**config.mk**
```make
export PLATFORM = sky130hd
export DESIGN_NAME = cond_exec_unit
export DESIGN_NICKNAME = d
export VERILOG_FILES = /design/src/rtl/cond_exec_unit.sv
export SDC_FILE = /design/constraint.sdc
export NUM_CORES = 1
export LEC_CHECK = 0
export CAP_MARGIN = 40
export CORE_AREA = 3 3 61 63
export CTS_CLUSTER_DIAMETER = 40
export DETAILED_ROUTE_END_ITERATION = 10
export DIE_AREA = 0 0 64 66
export GPL_TIMING_DRIVEN = 0
export PLACE_DENSITY = 0.67
export SLEW_MARGIN = 0
export SYNTH_ARGS = -nofsm -noshare
export SYNTH_HDL_FRONTEND = slang
export SYNTH_SLANG_ARGS = --single-unit
```
**constraint.sdc**
```tcl
create_clock -name clk -period 2.6 [get_ports clk]
set_input_delay 0.26 -clock clk [delete_from_list [all_inputs] [get_ports clk]]
set_output_delay 0.26 -clock clk [all_outputs]
set_load 0.03 [all_outputs]
```
**src/rtl/cond_exec_unit.sv**
```systemverilog
// Condition-execute unit: per-context NZCV flag storage, ARM condition evaluation,
// write-enable gating and a saturating count of squashed instructions.
module cond_exec_unit #(
  parameter int NUM_CTX    = 1,
  parameter int PIPE_STAGE = 0,
  parameter int NV_ALWAYS  = 0,
  parameter int CNT_W      = 16,
  localparam int CTXW      = (NUM_CTX > 1) ? $clog2(NUM_CTX) : 1
) (
  input  logic             clk,
  input  logic             reset,
  input  logic             valid_i,
  input  logic [CTXW-1:0]  ctx_i,
  input  logic [3:0]       cond_i,
  input  logic [3:0]       alu_flags_i,
  input  logic [1:0]       flag_w_i,
  input  logic             pcs_i,
  input  logic             reg_w_i,
  input  logic             mem_w_i,
  input  logic             no_write_i,
  output logic             valid_o,
  output logic             cond_ex_o,
  output logic             pcs_o,
  output logic             reg_w_o,
  output logic             mem_w_o,
  output logic             ctx_err_o,
  output logic [3:0]       flags_o,
  output logic [CNT_W-1:0] skip_cnt_o
);

  localparam int BANK = 1 << CTXW;

  logic [3:0]       flag_bank [BANK];
  logic [3:0]       cur_flags;
  logic             out_of_range;
  logic             ctx_err;
  logic             cond_pass;
  logic             ce;
  logic             n_flag, z_flag, c_flag, v_flag;
  logic [5:0]       issue;
  logic [5:0]       issue_out;
  logic [CNT_W-1:0] skip_reg;

  assign out_of_range = ({1'b0, ctx_i} >= (CTXW + 1)'(NUM_CTX));
  assign ctx_err      = valid_i & out_of_range;

  // Bank is padded to a power of two so ctx_i never indexes past the array;
  // padding entries read as zero and are never written.
  genvar gi;
  generate
    for (gi = 0; gi < BANK; gi++) begin : g_ctx
      if (gi < NUM_CTX) begin : g_live
        logic [3:0] flag_reg;
        logic       hit;

        assign hit = ce && (ctx_i == CTXW'(gi));

        always_ff @(posedge clk) begin
          if (reset) begin
            flag_reg <= 4'b0000;
          end else if (hit) begin
            if (flag_w_i[1]) flag_reg[3:2] <= alu_flags_i[3:2];
            if (flag_w_i[0]) flag_reg[1:0] <= alu_flags_i[1:0];
          end
        end

        assign flag_bank[gi] = flag_reg;
      end else begin : g_pad
        assign flag_bank[gi] = 4'b0000;
      end
    end
  endgenerate

  assign cur_flags = flag_bank[ctx_i];
  assign flags_o   = cur_flags;
  assign {n_flag, z_flag, c_flag, v_flag} = cur_flags;

  always_comb begin
    cond_pass = 1'b0;
    case (cond_i)
      4'h0: cond_pass = z_flag;
      4'h1: cond_pass = ~z_flag;
      4'h2: cond_pass = c_flag;
      4'h3: cond_pass = ~c_flag;
      4'h4: cond_pass = n_flag;
      4'h5: cond_pass = ~n_flag;
      4'h6: cond_pass = v_flag;
      4'h7: cond_pass = ~v_flag;
      4'h8: cond_pass = c_flag & ~z_flag;
      4'h9: cond_pass = ~c_flag | z_flag;
      4'hA: cond_pass = (n_flag == v_flag);
      4'hB: cond_pass = (n_flag != v_flag);
      4'hC: cond_pass = ~z_flag & (n_flag == v_flag);
      4'hD: cond_pass = z_flag | (n_flag != v_flag);
      4'hE: cond_pass = 1'b1;
      default: cond_pass = (NV_ALWAYS != 0);
    endcase
  end

  assign ce    = valid_i & ~ctx_err & cond_pass;
  assign issue = {valid_i, ce, pcs_i & ce, reg_w_i & ce & ~no_write_i, mem_w_i & ce, ctx_err};

  always_ff @(posedge clk) begin
    if (reset) begin
      skip_reg <= '0;
    end else if (valid_i && !ce && (skip_reg != {CNT_W{1'b1}})) begin
      skip_reg <= skip_reg + 1'b1;
    end
  end

  assign skip_cnt_o = skip_reg;

  generate
    if (PIPE_STAGE != 0) begin : g_pipe
      logic [5:0] out_reg;

      always_ff @(posedge clk) begin
        if (reset) out_reg <= 6'b0;
        else       out_reg <= issue;
      end

      assign issue_out = out_reg;
    end else begin : g_comb
      assign issue_out = reset ? 6'b0 : issue;
    end
  endgenerate

  assign {valid_o, cond_ex_o, pcs_o, reg_w_o, mem_w_o, ctx_err_o} = issue_out;

endmodule
```
==> results of run 1 <==
## critical path, delay by kind of cell
kind	cells	cell delay [ns]
buffers and inverters	3	1.02
AOI/OAI and AO/OA	3	0.66
and+or+nand+nor	2	0.27
## metal layers
metal / GRT usage [%] / part of all wire [%] / wire [um]
met1: 20.8 / 44 / 1480
met2: 29.4 / 51 / 1720
met3: 2.72 / 5.0 / 170
met4: 5.93 / 0.85 / 29
met5: 0 / 0 / 0
## path summary, 6_finish.rpt
path                                                  from                         end  slack, ns  depth (start not counted)
hold / removal                  skip_cnt_o[7]$_SDFFE_PP0P_  skip_cnt_o[7]$_SDFFE_PP0P_       0.51                          2
setup / recovery                                     ctx_i                   cond_ex_o       0.12                          8
setup reg to reg  g_ctx[0].g_live.flag_reg[0]$_SDFFE_PP0P_  skip_cnt_o[2]$_SDFFE_PP0P_       0.25                          8
hold reg to reg                 skip_cnt_o[7]$_SDFFE_PP0P_  skip_cnt_o[7]$_SDFFE_PP0P_       0.51                          2
## cell type report
class                           count  area (sq um)
Buffer                              9          48.8
Clock buffer                        4          36.3
Fill cell                         323          1490
Inverter                            4          15.0
Multi-Input combinational cell    130           841
Sequential cell                    20           400
Tap cell                           46          57.6
Timing Repair Buffer               41           395
## through the flow
| step | utilization [%] | area [sq um] |
|---|---|---|
| 6_report | 54.6 | 1790 |
| 3_5_place_dp | 53.4 | 1760 |
| 3_3_place_gp | 53.4 | 1760 |
| 2_1_floorplan | - | 1290 |
| 5_1_grt | 54.6 | 1790 |
| 4_1_cts | 54.9 | 1800 |
## power by group through the flow
stage                     sequential, W  combinational [W]  clock, W
after CTS                      0.000316           0.000116  0.000193
after detailed placement       0.000323           0.000115         0
after global routing           0.000317           0.000126  0.000204
after floorplan                0.000328          0.0000564         0
after global placement         0.000323           0.000112         0
final                          0.000316           0.000116  0.000185
## layout by cell type (no fill, tap or decap), types with 2 or more instances in the layout
cell,count
a21oi_1,13
and2_1,4
and3b_1,2
buf_2,5
clkbuf_1,4
clkbuf_4,3
clkdlybuf4s50_1,37
dfxtp_1,20
inv_1,4
mux2_2,2
mux2i_1,5
nand2_1,12
nand2b_1,3
nand3_1,7
nand4_1,2
nor2_1,14
nor2b_1,8
nor3_1,3
o21ai_0,6
o31ai_1,9
or3_1,3
or4_1,11
## logic make-up after synthesis
group / synth area share (%)
AOI/OAI and AO/OA: 20.0
xor gates and xnor gates: 0.682
adders and majority gates: 0.975
buffers and inverters: 4.97
DFF: 31.2
and+or+nand+nor: 35.4
muxes: 6.82
## timing repair
action | in CTS | in global routing
setup endpoints to repair | 4 | 11
pin swaps | 0 | 1
resized for setup | 11 | 8
setup buffers | 0 | 0
==> results.sh, run 1 <==
export IMPL_critical_path_class="in2out"
export IMPL_largest_reg_flops=16
export IMPL_clkTransAtPathRegs_ns=0.11
export IMPL_synth_top_area_cell="dfxtp_1"
export IMPL_max_cap_violations=0
export IMPL_slowest_delay_ns=0.44
export IMPL_power_total_w=0.000617
export IMPL_grt_max_degree=12
export IMPL_path_max_fanout=10
export IMPL_port_buffers=41
export IMPL_outcome="finished clean"
export IMPL_grt_pass1_wl_um=5750
export IMPL_ys_warn_count=0
export IMPL_hpwl_um=2650
export IMPL_gp_congestion=0.847
export IMPL_end_kind="primary output"
export IMPL_drt_first_pass_iters=4
export IMPL_p_int_w=0.000450
export IMPL_synth_top_area_share_pct=31.2
export IMPL_cts_max_level=1
export IMPL_period_share_pct=95.5
export IMPL_netlist_top_cells_area="dfxtp_1, or4_1, a21oi_1"
export IMPL_clk_latency_ns=0.31
export IMPL_ir_worst_vdd_uv=183
export IMPL_p_leak_nw=0.573
export IMPL_die_area_sq_um=4220
export IMPL_combPwrFrac_pct=18.8
export IMPL_pwr_density_cell_nw_per_um2=344
export IMPL_synthArstFlopShare_pct=0
export IMPL_crit_arrival_ns=2.22
export IMPL_drt_iter0_drc=69
export IMPL_grt_total_usage_pct=16.9
export IMPL_cts_tree="built"
export IMPL_syn_area_sq_um=1280
export IMPL_drc=0
export IMPL_worst_setup_path_start_kind="input port"
export IMPL_cts_buffer_depth=2
export IMPL_seq_power_share_pct=51.2
export IMPL_relSlewSlack_pct=66.7
export IMPL_cts_root_buf="clkbuf_4"
export IMPL_fin_cells=254
export IMPL_grt_antenna_before_repair=0
export IMPL_synth_edf_count=0
export IMPL_synth_cell_types=43
export IMPL_die_w_um=64
export IMPL_core_area_sq_um=3280
export IMPL_power_switching_w=0.000167
export IMPL_clock_sinks=20
export IMPL_grt_ovfl_total=0
export IMPL_maxSlewViolCount=0
export IMPL_wire_per_inst_um=13.4
export IMPL_cts_buffers_inserted=3
export IMPL_synth_cells=163
export IMPL_tns_ns=0
export IMPL_hold_buffers=0
export IMPL_cp_slowest_cell="clkdlybuf4s50_1"
export IMPL_syn_area_per_cell_sq_um=7.88
export IMPL_finalSetupViolations=0
export IMPL_fmax_mhz=403
export IMPL_required_ns=2.34
export IMPL_area_growth_pct=39.8
export IMPL_tightest_slew_ns=0.491
export IMPL_fin_worst_hold_slack_ns=0.510
export IMPL_die_y_um=66
export IMPL_synth_seq_area_share_pct=31.2
export IMPL_syn_nets=182
export IMPL_viasPerCell=5.40
export IMPL_synthMostInstantiatedCell="dfxtp_1"
export IMPL_fp_row_count=21
export IMPL_synth_top_cells_by_count="dfxtp_1, nor2_1, a21oi_1, nand2_1, or4_1"
export IMPL_synth_flop_cell="dfxtp_1"
export IMPL_power_share_switching_pct=27.0
export IMPL_nets=228
export IMPL_ios=44
export IMPL_start_util_pct=39.1
export IMPL_hold_violations=0
export IMPL_dp_cells=250
export IMPL_antenna_left=0
export IMPL_dp_slack_ns=-0.458
export IMPL_drt_total_wl_um=3400
export IMPL_final_layout_size_suffix_gt1_share_pct=11.5
export IMPL_grt_pass1_vias=1317
export IMPL_synth_seq_cells=20
export IMPL_p_clk_share_pct=30.0
export IMPL_fin_skew_ns=0.0126
export IMPL_rsz0062_at_grt="false"
export IMPL_period_needed_ns=2.48
export IMPL_antenna_cells=0
export IMPL_fin_ws_ns=0.118
export IMPL_worstPathCellList="clkdlybuf4s50_1, buf_4, nor2_2, a31oi_1, a211oi_2, nor3_2, a21oi_2, clkdlybuf4s15_1"
export IMPL_via_count=1371
export IMPL_holdCritPathClass="reg2reg"
Power figures use the tool's default switching activity.
==> inputs of run 2 (changes only) <==
--- a/config.mk
+++ b/config.mk
@@ -6,12 +6,12 @@
 export NUM_CORES = 1
 export LEC_CHECK = 0
 export CAP_MARGIN = 40
-export CORE_AREA = 3 3 61 63
+export CORE_AREA = 3 3 58 60
 export CTS_CLUSTER_DIAMETER = 40
 export DETAILED_ROUTE_END_ITERATION = 10
-export DIE_AREA = 0 0 64 66
+export DIE_AREA = 0 0 61 63
 export GPL_TIMING_DRIVEN = 0
-export PLACE_DENSITY = 0.67
+export PLACE_DENSITY = 0.74
 export SLEW_MARGIN = 0
 export SYNTH_ARGS = -nofsm -noshare
 export SYNTH_HDL_FRONTEND = slang
==> results.sh, run 2 (synthesis gave the netlist of run 1 again) <==
export IMPL_wire_per_inst_um=13.9
export IMPL_grt_antenna_before_repair=0
export IMPL_cts_max_level=1
export IMPL_clk_latency_ns=0.31
export IMPL_final_cell_mix="clkdlybuf4s50_1, dfxtp_1, nor2_1, a21oi_1, nand2_1"
export IMPL_pwr_density_cell_nw_per_um2=344
export IMPL_grt_total_usage_pct=17.7
export IMPL_fin_worst_hold_slack_ns=0.511
export IMPL_fp_row_count=20
export IMPL_rsz0062_at_grt="false"
export IMPL_ir_worst_vdd_uv=401
export IMPL_cts_buffers_inserted=3
export IMPL_gp_congestion=0.794
export IMPL_grt_max_degree=12
export IMPL_cts_tree="built"
export IMPL_die_w_um=61
export IMPL_critical_path_class="in2out"
export IMPL_via_count=1398
export IMPL_crit_arrival_ns=2.21
export IMPL_nets=228
export IMPL_worst_setup_path_start_kind="input port"
export IMPL_ios=44
export IMPL_hpwl_um=2590
export IMPL_dp_slack_ns=-0.436
export IMPL_period_needed_ns=2.47
export IMPL_holdCritPathClass="reg2reg"
export IMPL_clkTransAtPathRegs_ns=0.11
export IMPL_min_path_cells=2
export IMPL_worstPathCellList="clkdlybuf4s50_1, buf_4, nor2_2, a31oi_1, a211oi_2, nor3_2, a21oi_2, dlygate4sd2_1"
export IMPL_final_layout_size_suffix_gt1_share_pct=12.5
export IMPL_fin_ws_ns=0.126
export IMPL_period_share_pct=95.1
export IMPL_port_buffers=41
export IMPL_clock_sinks=20
export IMPL_hold_violations=0
export IMPL_ff2ff_path_depth=8
export IMPL_drc=0
export IMPL_cp_slowest_cell="clkdlybuf4s50_1"
export IMPL_end_kind="primary output"
export IMPL_grt_pass1_wl_um=5460
export IMPL_max_cap_violations=0
export IMPL_drt_total_wl_um=3350
export IMPL_stdcell_area_sq_um=1790
export IMPL_tightest_slew_ns=0.477
export IMPL_required_ns=2.34
export IMPL_fmax_mhz=404
export IMPL_hold_buffers=0
export IMPL_relSlewSlack_pct=68.2
export IMPL_area_growth_pct=39.3
export IMPL_die_area_sq_um=3840
export IMPL_viasPerCell=5.80
export IMPL_p_leak_nw=0.577
export IMPL_drt_iter0_drc=86
export IMPL_largest_reg_flops=16
export IMPL_antenna_cells=0
export IMPL_core_area_sq_um=2980
export IMPL_cts_buffer_depth=2
export IMPL_layout_commonest_cell="clkdlybuf4s50_1"
export IMPL_slowest_delay_ns=0.44
export IMPL_finalSetupViolations=0
export IMPL_grt_pass1_vias=1282
export IMPL_start_util_pct=43.1
export IMPL_maxSlewViolCount=0
export IMPL_antenna_left=0
export IMPL_fin_skew_ns=0.00939
export IMPL_die_y_um=63
export IMPL_drt_first_pass_iters=4
export IMPL_grt_ovfl_total=0
export IMPL_cts_root_buf="clkbuf_4"
export IMPL_power_total_w=0.000615
export IMPL_path_max_fanout=10
export IMPL_placed_area_sq_um=1740
export IMPL_outcome="finished clean"
## run 2: changes by cell type in the layout (fill, tap and decap cells not counted), sizes merged
| cell | previous run | this run |
|---|---|---|
| buf | 7 | 6 |
| clkbuf | 9 | 10 |
| clkdlybuf4s15 | 1 | 0 |
| dlygate4sd2 | 0 | 1 |
## run 2: what timing repair did
| action | CTS | global route |
|---|---|---|
| gates resized for setup | 10 | 8 |
| endpoints found under the hold margin | 0 | 0 |
| pin swaps | 0 | 2 |
| buffers inserted | 0 | 0 |
| endpoints found under the setup margin | 4 | 7 |
## run 2: through the flow
stage | TNS, ns | utilization (%) | cells
6_report | 0 | 60.0 | 241
5_1_grt | 0 | 60.0 | 241
4_1_cts | 0 | 60.0 | 241
3_5_place_dp | -2.86 | 58.4 | 237
3_3_place_gp | -2.34 | 58.4 | 237
2_1_floorplan | 0 | - | 163
## run 2: per-layer routing
metal  track usage [%]  part of all wire [%]  vias to the layer above  wire, um
met5                 0                     0                        -         0
met4              2.17                   1.7                        0        57
met3              3.72                   4.2                        8       139
met2              32.6                    51                       44      1700
met1              20.9                    43                      654      1450
li1                  -                     -                      692         -
## run 2: area by class of cell
cell class	count	area [sq um]
flip-flops and latches	20	400
fillers	270	1190
clock buffers	4	36.3
repair buffers	41	394
well taps	33	41.3
inverters	4	15.0
plain buffers	9	48.8
multi-input cells	130	852
## run 2: path summary, 6_finish.rpt
| path | start | end | slack, ns |
|---|---|---|---|
| setup / recovery | ctx_i | cond_ex_o | 0.13 |
| hold / removal | skip_cnt_o[15]$_SDFFE_PP0P_ | skip_cnt_o[15]$_SDFFE_PP0P_ | 0.51 |
| setup reg to reg | skip_cnt_o[0]$_SDFFE_PP0P_ | skip_cnt_o[13]$_SDFFE_PP0P_ | 0.23 |
| hold reg to reg | skip_cnt_o[15]$_SDFFE_PP0P_ | skip_cnt_o[15]$_SDFFE_PP0P_ | 0.51 |
## run 2: worst max-delay path: cells and delay by family
kind,cells,cell delay [ns]
AND/OR/NAND/NOR,2,0.26
buffers and inverters,3,1.06
AO/OA/AOI/OAI,3,0.64
## run 2: where the power goes
group          switching (W)  internal, W  leakage, nW
Combinational      0.0000615    0.0000542        0.394
Sequential        0.00000549     0.000311        0.162
Clock              0.0000979    0.0000855       0.0210
Total               0.000165     0.000450        0.577
==> inputs of run 3 (changes only) <==
--- a/config.mk
+++ b/config.mk
@@ -6,12 +6,13 @@
 export NUM_CORES = 1
 export LEC_CHECK = 0
 export CAP_MARGIN = 40
-export CORE_AREA = 3 3 58 60
+export CORE_AREA = 3 3 57 59
+export CTS_BUF_LIST = sky130_fd_sc_hd__clkbuf_8
 export CTS_CLUSTER_DIAMETER = 40
 export DETAILED_ROUTE_END_ITERATION = 10
-export DIE_AREA = 0 0 61 63
+export DIE_AREA = 0 0 60 62
 export GPL_TIMING_DRIVEN = 0
-export PLACE_DENSITY = 0.74
+export PLACE_DENSITY = 0.76
 export SLEW_MARGIN = 0
 export SYNTH_ARGS = -nofsm -noshare
 export SYNTH_HDL_FRONTEND = slang
==> constraint.sdc (replaced) <==
create_clock -name clk -period 2.6 [get_ports clk]
set_input_delay 0.52 -clock clk [delete_from_list [all_inputs] [get_ports clk]]
set_output_delay 0.52 -clock clk [all_outputs]
set_load 0.03 [all_outputs]
==> results.sh, run 3 (synthesis gave the netlist of run 1 again) <==
export IMPL_outcome="finished clean"
export IMPL_critical_path_class="in2out"
export IMPL_drt_first_pass_iters=4
export IMPL_cts_root_buf="clkbuf_8"
export IMPL_cts_tree="built"
export IMPL_final_layout_size_suffix_gt1_share_pct=20.3
export IMPL_gp_congestion=0.895
export IMPL_clk_latency_ns=0.26
export IMPL_grt_max_degree=13
export IMPL_max_cap_violations=0
export IMPL_end_kind="primary output"
export IMPL_ir_worst_vdd_uv=325
export IMPL_holdCritPathClass="reg2reg"
export IMPL_die_w_um=60
export IMPL_fin_cells=243
export IMPL_multi_input_area_sq_um=893
export IMPL_grt_pass1_wl_um=5710
export IMPL_period_share_pct=97.1
export IMPL_period_needed_ns=2.53
export IMPL_fillCellCount=228
export IMPL_antenna_cells=0
export IMPL_core_area_sq_um=2760
export IMPL_dp_slack_ns=-0.908
export IMPL_rrSetupSlack_ns=0.30
export IMPL_fin_ws_ns=0.0746
export IMPL_hpwl_um=2690
export IMPL_fin_worst_hold_slack_ns=0.501
export IMPL_grt_ovfl_total=0
export IMPL_clock_sinks=20
export IMPL_path_max_fanout=8
export IMPL_required_ns=2.08
export IMPL_fmax_mhz=396
export IMPL_ios=44
export IMPL_cts_buffer_depth=2
export IMPL_via_count=1376
export IMPL_cts_max_level=1
export IMPL_viasPerCell=5.66
export IMPL_finalSetupViolations=0
export IMPL_die_y_um=62
export IMPL_maxSlewViolCount=0
export IMPL_start_util_pct=46.6
export IMPL_register_area_sq_um=400
export IMPL_pwr_density_cell_nw_per_um2=396
export IMPL_cts_buffers_inserted=3
export IMPL_hold_violations=0
export IMPL_drt_total_wl_um=3540
export IMPL_crit_arrival_ns=2.01
export IMPL_grt_antenna_before_repair=0
export IMPL_clkTransAtPathRegs_ns=0.08
export IMPL_largest_reg_flops=16
export IMPL_layout_commonest_cell="clkdlybuf4s50_1"
export IMPL_p_leak_nw=0.632
export IMPL_fin_skew_ns=0.00852
export IMPL_port_buffers=41
export IMPL_fp_row_count=19
export IMPL_final_cell_mix="clkdlybuf4s50_1, dfxtp_1, nor2_1, a21oi_1, nand2_1"
export IMPL_wire_per_inst_um=14.6
export IMPL_grt_total_usage_pct=20.1
export IMPL_dp_cells=235
export IMPL_grt_pass1_vias=1299
export IMPL_drt_iter0_drc=81
export IMPL_area_growth_pct=48.1
export IMPL_nets=232
export IMPL_worst_setup_path_start_kind="input port"
export IMPL_relSlewSlack_pct=69.3
export IMPL_tightest_slew_ns=0.461
export IMPL_antenna_left=0
export IMPL_drc=0
export IMPL_die_area_sq_um=3720
## run 3: routing by layer
metal	wire, um	up-vias	global-route usage, %
li1	-	697	-
met1	1480	630	23.1
met2	1840	45	37.2
met3	194	4	3.93
met4	34	0	6.65
met5	0	-	0
## run 3: critical path, cell delays in order
cell and delay (ns):
clkdlybuf4s15_2 0.30, and3b_1 0.19, a31oi_1 0.05, a211oi_2 0.29
nor3_2 0.10, a21oi_2 0.21, and3b_2 0.22, buf_6 0.13
## run 3: path summary, 6_finish.rpt
path                                                     to                         from  depth (start not counted)
worst min-delay path            skip_cnt_o[10]$_SDFFE_PP0P_  skip_cnt_o[10]$_SDFFE_PP0P_                          2
worst min register to register  skip_cnt_o[10]$_SDFFE_PP0P_  skip_cnt_o[10]$_SDFFE_PP0P_                          2
worst max register to register   skip_cnt_o[9]$_SDFFE_PP0P_   skip_cnt_o[0]$_SDFFE_PP0P_                          8
worst max-delay path                                reg_w_o                    cond_i[0]                          8
## run 3: metrics by stage
stage	utilization [%]	TNS (ns)	cell area (sq um)	total power (W)
2_1_floorplan	-	0	1310	0.000386
3_3_place_gp	63.9	-9.02	1760	0.000437
3_5_place_dp	63.9	-9.59	1760	0.000439
4_1_cts	68.2	0	1880	0.000753
5_1_grt	68.9	-0.0371	1900	0.000781
6_report	68.9	0	1900	0.000753
## run 3: layout make-up
class	instances	share of cell area, %
multi-input cells	130	47.0
repair buffers	45	22.6
flip-flops and latches	20	21.1
plain buffers	9	2.76
clock buffers	3	2.17
well taps	31	2.04
clock inverters	1	1.58
inverters	4	0.790
## run 3: power by group
group          total (W)  switching, W  internal (W)
combinational   0.000126     0.0000667     0.0000597
clock           0.000310      0.000105      0.000205
sequential      0.000316    0.00000567      0.000311
total           0.000753      0.000177      0.000576
## run 3: timing repair
| action | CTS | global route |
|---|---|---|
| cloned | 1 | 0 |
| pin swaps | 6 | 4 |
| resized for setup | 37 | 7 |
| endpoints found under the setup margin | 19 | 5 |
| hold buffers | 0 | 0 |
| buffers inserted | 3 | 0 |
